**config.mk**
```make
export PLATFORM = sky130hd
export DESIGN_NAME = header_rx_framer
export DESIGN_NICKNAME = d
export VERILOG_FILES = /design/src/rtl/header_rx_framer.sv
export SDC_FILE = /design/constraint.sdc
export NUM_CORES = 1
export LEC_CHECK = 0
export CORE_AREA = 3 3 258 260
export DETAILED_ROUTE_END_ITERATION = 10
export DIE_AREA = 0 0 261 263
export PLACE_DENSITY = 0.64
export SYNTH_ARGS = -nofsm -noshare
export SYNTH_HDL_FRONTEND = slang
export SYNTH_SLANG_ARGS = --single-unit
```
**constraint.sdc**
```tcl
create_clock -name clock -period 1.7 [get_ports clock]
set_clock_uncertainty 0.1 [all_clocks]
set_input_delay 0.34 -clock clock [delete_from_list [all_inputs] [get_ports clock]]
set_output_delay 0.34 -clock clock [all_outputs]
set_load 0.02 [all_outputs]
```
**src/rtl/header_rx_framer.sv**
```systemverilog
`default_nettype none
// ============================================================================
//  Module      : header_rx_framer
//  Description : Frames the UART receive byte stream into fixed-size block
//                headers. Bytes are shifted in MSB-first; a complete header
//                is held under a valid/ack handshake. Partial frames that
//                stall longer than TIMEOUT_CYCLES are discarded.
//  Revision    : 1.0 - initial release
// ============================================================================
module header_rx_framer #(
    parameter int HEADER_BYTES   = 80,
    parameter int TIMEOUT_CYCLES = 500000
) (
    input  logic                              clock,
    input  logic                              reset,
    input  logic [7:0]                        rx,
    input  logic                              rxce,
    input  logic                              header_ack,
    output logic [8*HEADER_BYTES-1:0]         header,
    output logic                              header_valid,
    output logic [$clog2(HEADER_BYTES+1)-1:0] byte_count,
    output logic                              timeout,
    output logic                              overrun
);

    localparam int c_HDR_W = 8 * HEADER_BYTES;
    localparam int c_BC_W  = $clog2(HEADER_BYTES + 1);
    localparam int c_CNT_W = $clog2(TIMEOUT_CYCLES + 1);

    localparam logic [c_BC_W-1:0]  c_BC_FULL = c_BC_W'(HEADER_BYTES);
    localparam logic [c_BC_W-1:0]  c_BC_ONE  = c_BC_W'(1);
    localparam logic [c_CNT_W-1:0] c_CNT_MAX = c_CNT_W'(TIMEOUT_CYCLES);
    localparam logic [c_CNT_W-1:0] c_CNT_ONE = c_CNT_W'(1);

    typedef enum logic [1:0] {
        S_IDLE = 2'd0,
        S_FILL = 2'd1,
        S_FULL = 2'd2
    } state_t;

    state_t               r_state_q,      w_state_d;
    logic [c_HDR_W-1:0]   r_header_q,     w_header_d;
    logic [c_BC_W-1:0]    r_byte_count_q, w_byte_count_d;
    logic [c_CNT_W-1:0]   r_idle_cnt_q,   w_idle_cnt_d;
    logic                 r_timeout_q,    w_timeout_d;
    logic                 r_overrun_q,    w_overrun_d;

    logic [c_BC_W-1:0]    w_bc_inc;

    assign w_bc_inc = r_byte_count_q + c_BC_ONE;

    // Next-state logic: byte capture, inter-byte timeout, and FULL handshake
    always_comb begin
        w_state_d      = r_state_q;
        w_header_d     = r_header_q;
        w_byte_count_d = r_byte_count_q;
        w_idle_cnt_d   = '0;
        w_timeout_d    = 1'b0;
        w_overrun_d    = r_overrun_q;

        case (r_state_q)
            S_IDLE, S_FILL: begin
                if (rxce) begin
                    // A byte always beats an expiring counter
                    w_header_d     = {r_header_q[c_HDR_W-9:0], rx};
                    w_byte_count_d = w_bc_inc;
                    w_idle_cnt_d   = '0;
                    w_state_d      = (w_bc_inc == c_BC_FULL) ? S_FULL : S_FILL;
                end else if (r_state_q == S_FILL) begin
                    if (r_idle_cnt_q == c_CNT_MAX) begin
                        // Stalled partial frame: drop it, leave header as is
                        w_state_d      = S_IDLE;
                        w_byte_count_d = '0;
                        w_idle_cnt_d   = '0;
                        w_timeout_d    = 1'b1;
                    end else begin
                        w_idle_cnt_d = r_idle_cnt_q + c_CNT_ONE;
                    end
                end
            end
            S_FULL: begin
                // Header frozen; any byte arriving now is lost
                if (rxce) begin
                    w_overrun_d = 1'b1;
                end
                if (header_ack) begin
                    w_state_d      = S_IDLE;
                    w_byte_count_d = '0;
                end
            end
            default: begin
                w_state_d      = S_IDLE;
                w_byte_count_d = '0;
            end
        endcase
    end

    // State and output registers with synchronous reset
    always_ff @(posedge clock) begin
        if (reset) begin
            r_state_q      <= S_IDLE;
            r_header_q     <= '0;
            r_byte_count_q <= '0;
            r_idle_cnt_q   <= '0;
            r_timeout_q    <= 1'b0;
            r_overrun_q    <= 1'b0;
        end else begin
            r_state_q      <= w_state_d;
            r_header_q     <= w_header_d;
            r_byte_count_q <= w_byte_count_d;
            r_idle_cnt_q   <= w_idle_cnt_d;
            r_timeout_q    <= w_timeout_d;
            r_overrun_q    <= w_overrun_d;
        end
    end

    assign header       = r_header_q;
    assign header_valid = (r_state_q == S_FULL);
    assign byte_count   = r_byte_count_q;
    assign timeout      = r_timeout_q;
    assign overrun      = r_overrun_q;

endmodule
`default_nettype wire

```
==> flow_summary.toml <==
[synthesis]
synthesis.area_um2 = 23200
synth_ff_type = "dfxtp_1"
ys_warn_count = 0
ys_ff_latch = 670
synth-edff-count = 0
synthArstFlopShare_pct = 0
syn-num-nets = 2956
synth_cells = 2941
synth_cell_type_count = 40
avgSynthCellArea_um2 = 7.88
yosysSeqAreaShare_pct = 57.9

[min_path]
min-delay-start = "rx[1]"
hold_depth = 3
min_to = "header[1]"
hold_class = "in -> reg"

[cts]
clk_pin_slew_worst_paths_ns = 0.06
cts_root_buffer = "clkbuf_16"
htreeDepth = 3
clkSinkCount = 670
cts_buffers = 73
clk_path_buf_depth = 3
tritoncts = "built"
insertion_delay_ns = 0.60

[setup_path]
path_delay_family = "simple AND/OR/NAND/NOR gates"
rrSetupSlack_ns = -0.07
required_ns = 2.07
critPathCaptureType = "flip-flop"
critPathMaxFanout = 5
crit_cells = 5
slowest_delay_ns = 0.36
regToRegEndpoint = "r_idle_cnt_q[4]"
arrival_ns = 2.15
worst_setup_path_start_kind = "flip-flop"
crit_path_top_delay_cell = "nor4_1"
startpoint = "r_idle_cnt_q[7]"
rr_worst_depth = 5
path_buf_inv = 1
crit_chain = "nor4_1 > nand3b_1 > o21ai_4 > buf_6 > nor2_1"
regToRegStartpoint = "r_idle_cnt_q[7]"
critical_path_class = "reg -> reg"

[sta]
slew_headroom_pct = 64.8
fmax_mhz = 565
setup_violations = 20
slew_viol_final = 0
hold_viol_final = 0
rsz0062_at_grt = "yes"
tightestPinTransition_ns = 0.529
worst_slack_ns = -0.0711
finalCritPeriodShare_pct = 104
period_minus_slack_ns = 1.77

[global_route]
grt_max_degree = 111
antenna_found_initial = 1
grt_pass1_vias = 20500
grt_pass1_wl_um = 122000
grt.total_usage_pct = 22.2
grt.overflow.total = 0

[flow_run]
maxCapViolations = 0

[run_status]
outcome = "finished, violations left"
violations = "setup timing"

[placement]
placed_cells = 4398
io_buffers = 661
hpwl_um = 57700
place_congestion = 0.884

[die]
die_y_um = 263
fp.coreArea_um2 = 64300
rows = 93
die_w_um = 261
start_util_pct = 36.0
io_pins = 662
dieArea_um2 = 68600

[power_and_ir_drop]
clkPwrFrac_pct = 47.7
p_sw_share_pct = 22.6
p_leak_nw = 12.9
switchingPower_mw = 7.40
power_frac_seq_pct = 48.1
comb_power_share_pct = 4.2
vdd_drop_max_mv = 0.799
p_per_area_nw_per_um2 = 1030
power.internal_mw = 25.4

[routing]
num_vias = 22000
wl_um = 82000
vias_per_cell = 4.84
drc_errors = 0
dr.pass1.iters = 7
routedWlPerCell_um = 18.0
antenna_left = 0
drt-initial-drc-count = 1734

[final_layout]
post-route-util_pct = 49.3
areaGrowthSynthToFinish_pct = 37.0
fin_cells = 4549
layout-drive-gt1-share_pct = 28.3
nets = 3655
antenna_cells = 0
-- synthesized netlist by cell type, types with 2 or more instances --
cell type  count  area share (%)
a21oi_1      644              14
a21oi_2        3            0.11
and3_1         2           0.054
and3_2         2           0.065
buf_1         11            0.18
buf_2         85             1.8
clkbuf_1     119             1.9
dfxtp_1      670              58
ha_1           3            0.16
inv_1         11            0.18
nand2_1     1288              21
nand3_1       13            0.28
nand4_1        3           0.081
nor2_1        23            0.37
nor2b_1        4            0.11
nor3_1         5            0.11
nor4_1         4            0.11
nor4b_1        2           0.076
o211ai_1       2           0.065
o21ai_0        9            0.19
or3_1          7            0.19
xnor2_1       11            0.42
xor2_1         3            0.11
-- how the worst max path moves through the flow --
stage	slack, ns	to
finish	-0.07	r_idle_cnt_q[4]
global route	-0.18	r_idle_cnt_q[14]
CTS	-0.04	header_valid
detailed placement	-0.41	header[258]
global placement	-0.41	header[503]
floorplan	0.01	r_idle_cnt_q[16]
-- registers in the layout, indices dropped and copies added, names as in the netlist --
signal / count
byte_count: 7
header: 640
overrun: 1
r_idle_cnt_q: 19
r_state_q: 2
timeout: 1
-- kinds of logic (layout without fill, tap and decap cells) --
family	count (synthesis)	after routing	share of synthesized area (%)
buffers and inverters	228	981	4.18
XOR/XNOR	14	14	0.529
AO/OA/AOI/OAI	661	661	14.4
AND/OR/NAND/NOR	1364	1364	22.8
adder cells (fa/ha/maj)	3	3	0.162
multiplexers	1	1	0.0432
flip-flops	670	670	57.9
-- power groups by stage --
| stage | Clock, mW | Combinational (mW) | Sequential, mW |
|---|---|---|---|
| floorplan | 0 | 0.669 | 16.1 |
| global placement | 0 | 1.26 | 16.1 |
| detailed placement | 0 | 1.26 | 16.1 |
| CTS | 16.0 | 1.24 | 15.8 |
| global route | 16.6 | 1.49 | 15.7 |
| finish | 15.6 | 1.38 | 15.8 |
-- routing by layer --
| metal | track usage, % | wire length, um | vias up |
|---|---|---|---|
| met3 | 7.32 | 7280 | 159 |
| met5 | 0 | 9 | - |
| met1 | 27.2 | 33300 | 10300 |
| met2 | 36.2 | 38200 | 706 |
| li1 | - | - | 10900 |
| met4 | 8.71 | 3190 | 2 |
-- cells in the final DEF (no fill, tap or decap), drive strengths merged, types with 2 or more instances in the layout --
master,synthesis,final
nor4,4,4
nand4,5,5
ha,3,3
clkdlybuf4s15,0,18
nand3,13,13
o21ai,10,10
o211ai,2,2
xnor2,11,11
nor2b,4,4
dfxtp,670,670
nor4b,2,2
a21oi,647,647
and3,4,4
or3,8,8
clkdlybuf4s50,0,10
nand2,1288,1288
clkbuf,120,127
xor2,3,3
buf,97,799
nor2,23,23
or3b,2,2
nor3,5,5
inv,11,15
clkinvlp,0,2
clkinv,0,8
-- through the flow --
step | hold slack, ns | power, mW | area (um2) | TNS, ns | worst slack (ns)
floorplan | 0.341 | 16.8 | 23200 | 0 | 0.0137
global placement | 0.343 | 17.4 | 31700 | -222.84 | -0.406
detailed placement | 0.348 | 17.4 | 31700 | -230.02 | -0.410
CTS | 0.00176 | 33.0 | 31300 | -0.0358 | -0.0358
global route | 0.186 | 33.8 | 31700 | -6.36 | -0.176
finish | 0.203 | 32.8 | 31700 | -1.00 | -0.0711
-- worst min-delay path: stages --
cell	delay, ns
clkdlybuf4s50_1	0.41
nand2_1	0.06
a21oi_1	0.05
-- final cells by class --
type / instances / area (um2)
clock buffers: 114 / 2220
flip-flops and latches: 670 / 13500
inverters: 11 / 41.3
repair buffers: 841 / 5760
fillers: 6471 / 32600
well taps: 855 / 1070
clock inverters: 15 / 165
multi-input cells: 2043 / 8970
-- timing repair --
action                                  4_1_cts  5_1_grt
hold buffers                                  0        1
hold endpoints to repair                      0        1
gates resized for setup                    2745       99
endpoints found under the setup margin      675      184
buffers inserted                              4        4
cloned                                        1       13
pin swaps                                     5       14
Note: power is estimated with default switching activity, not from simulation.
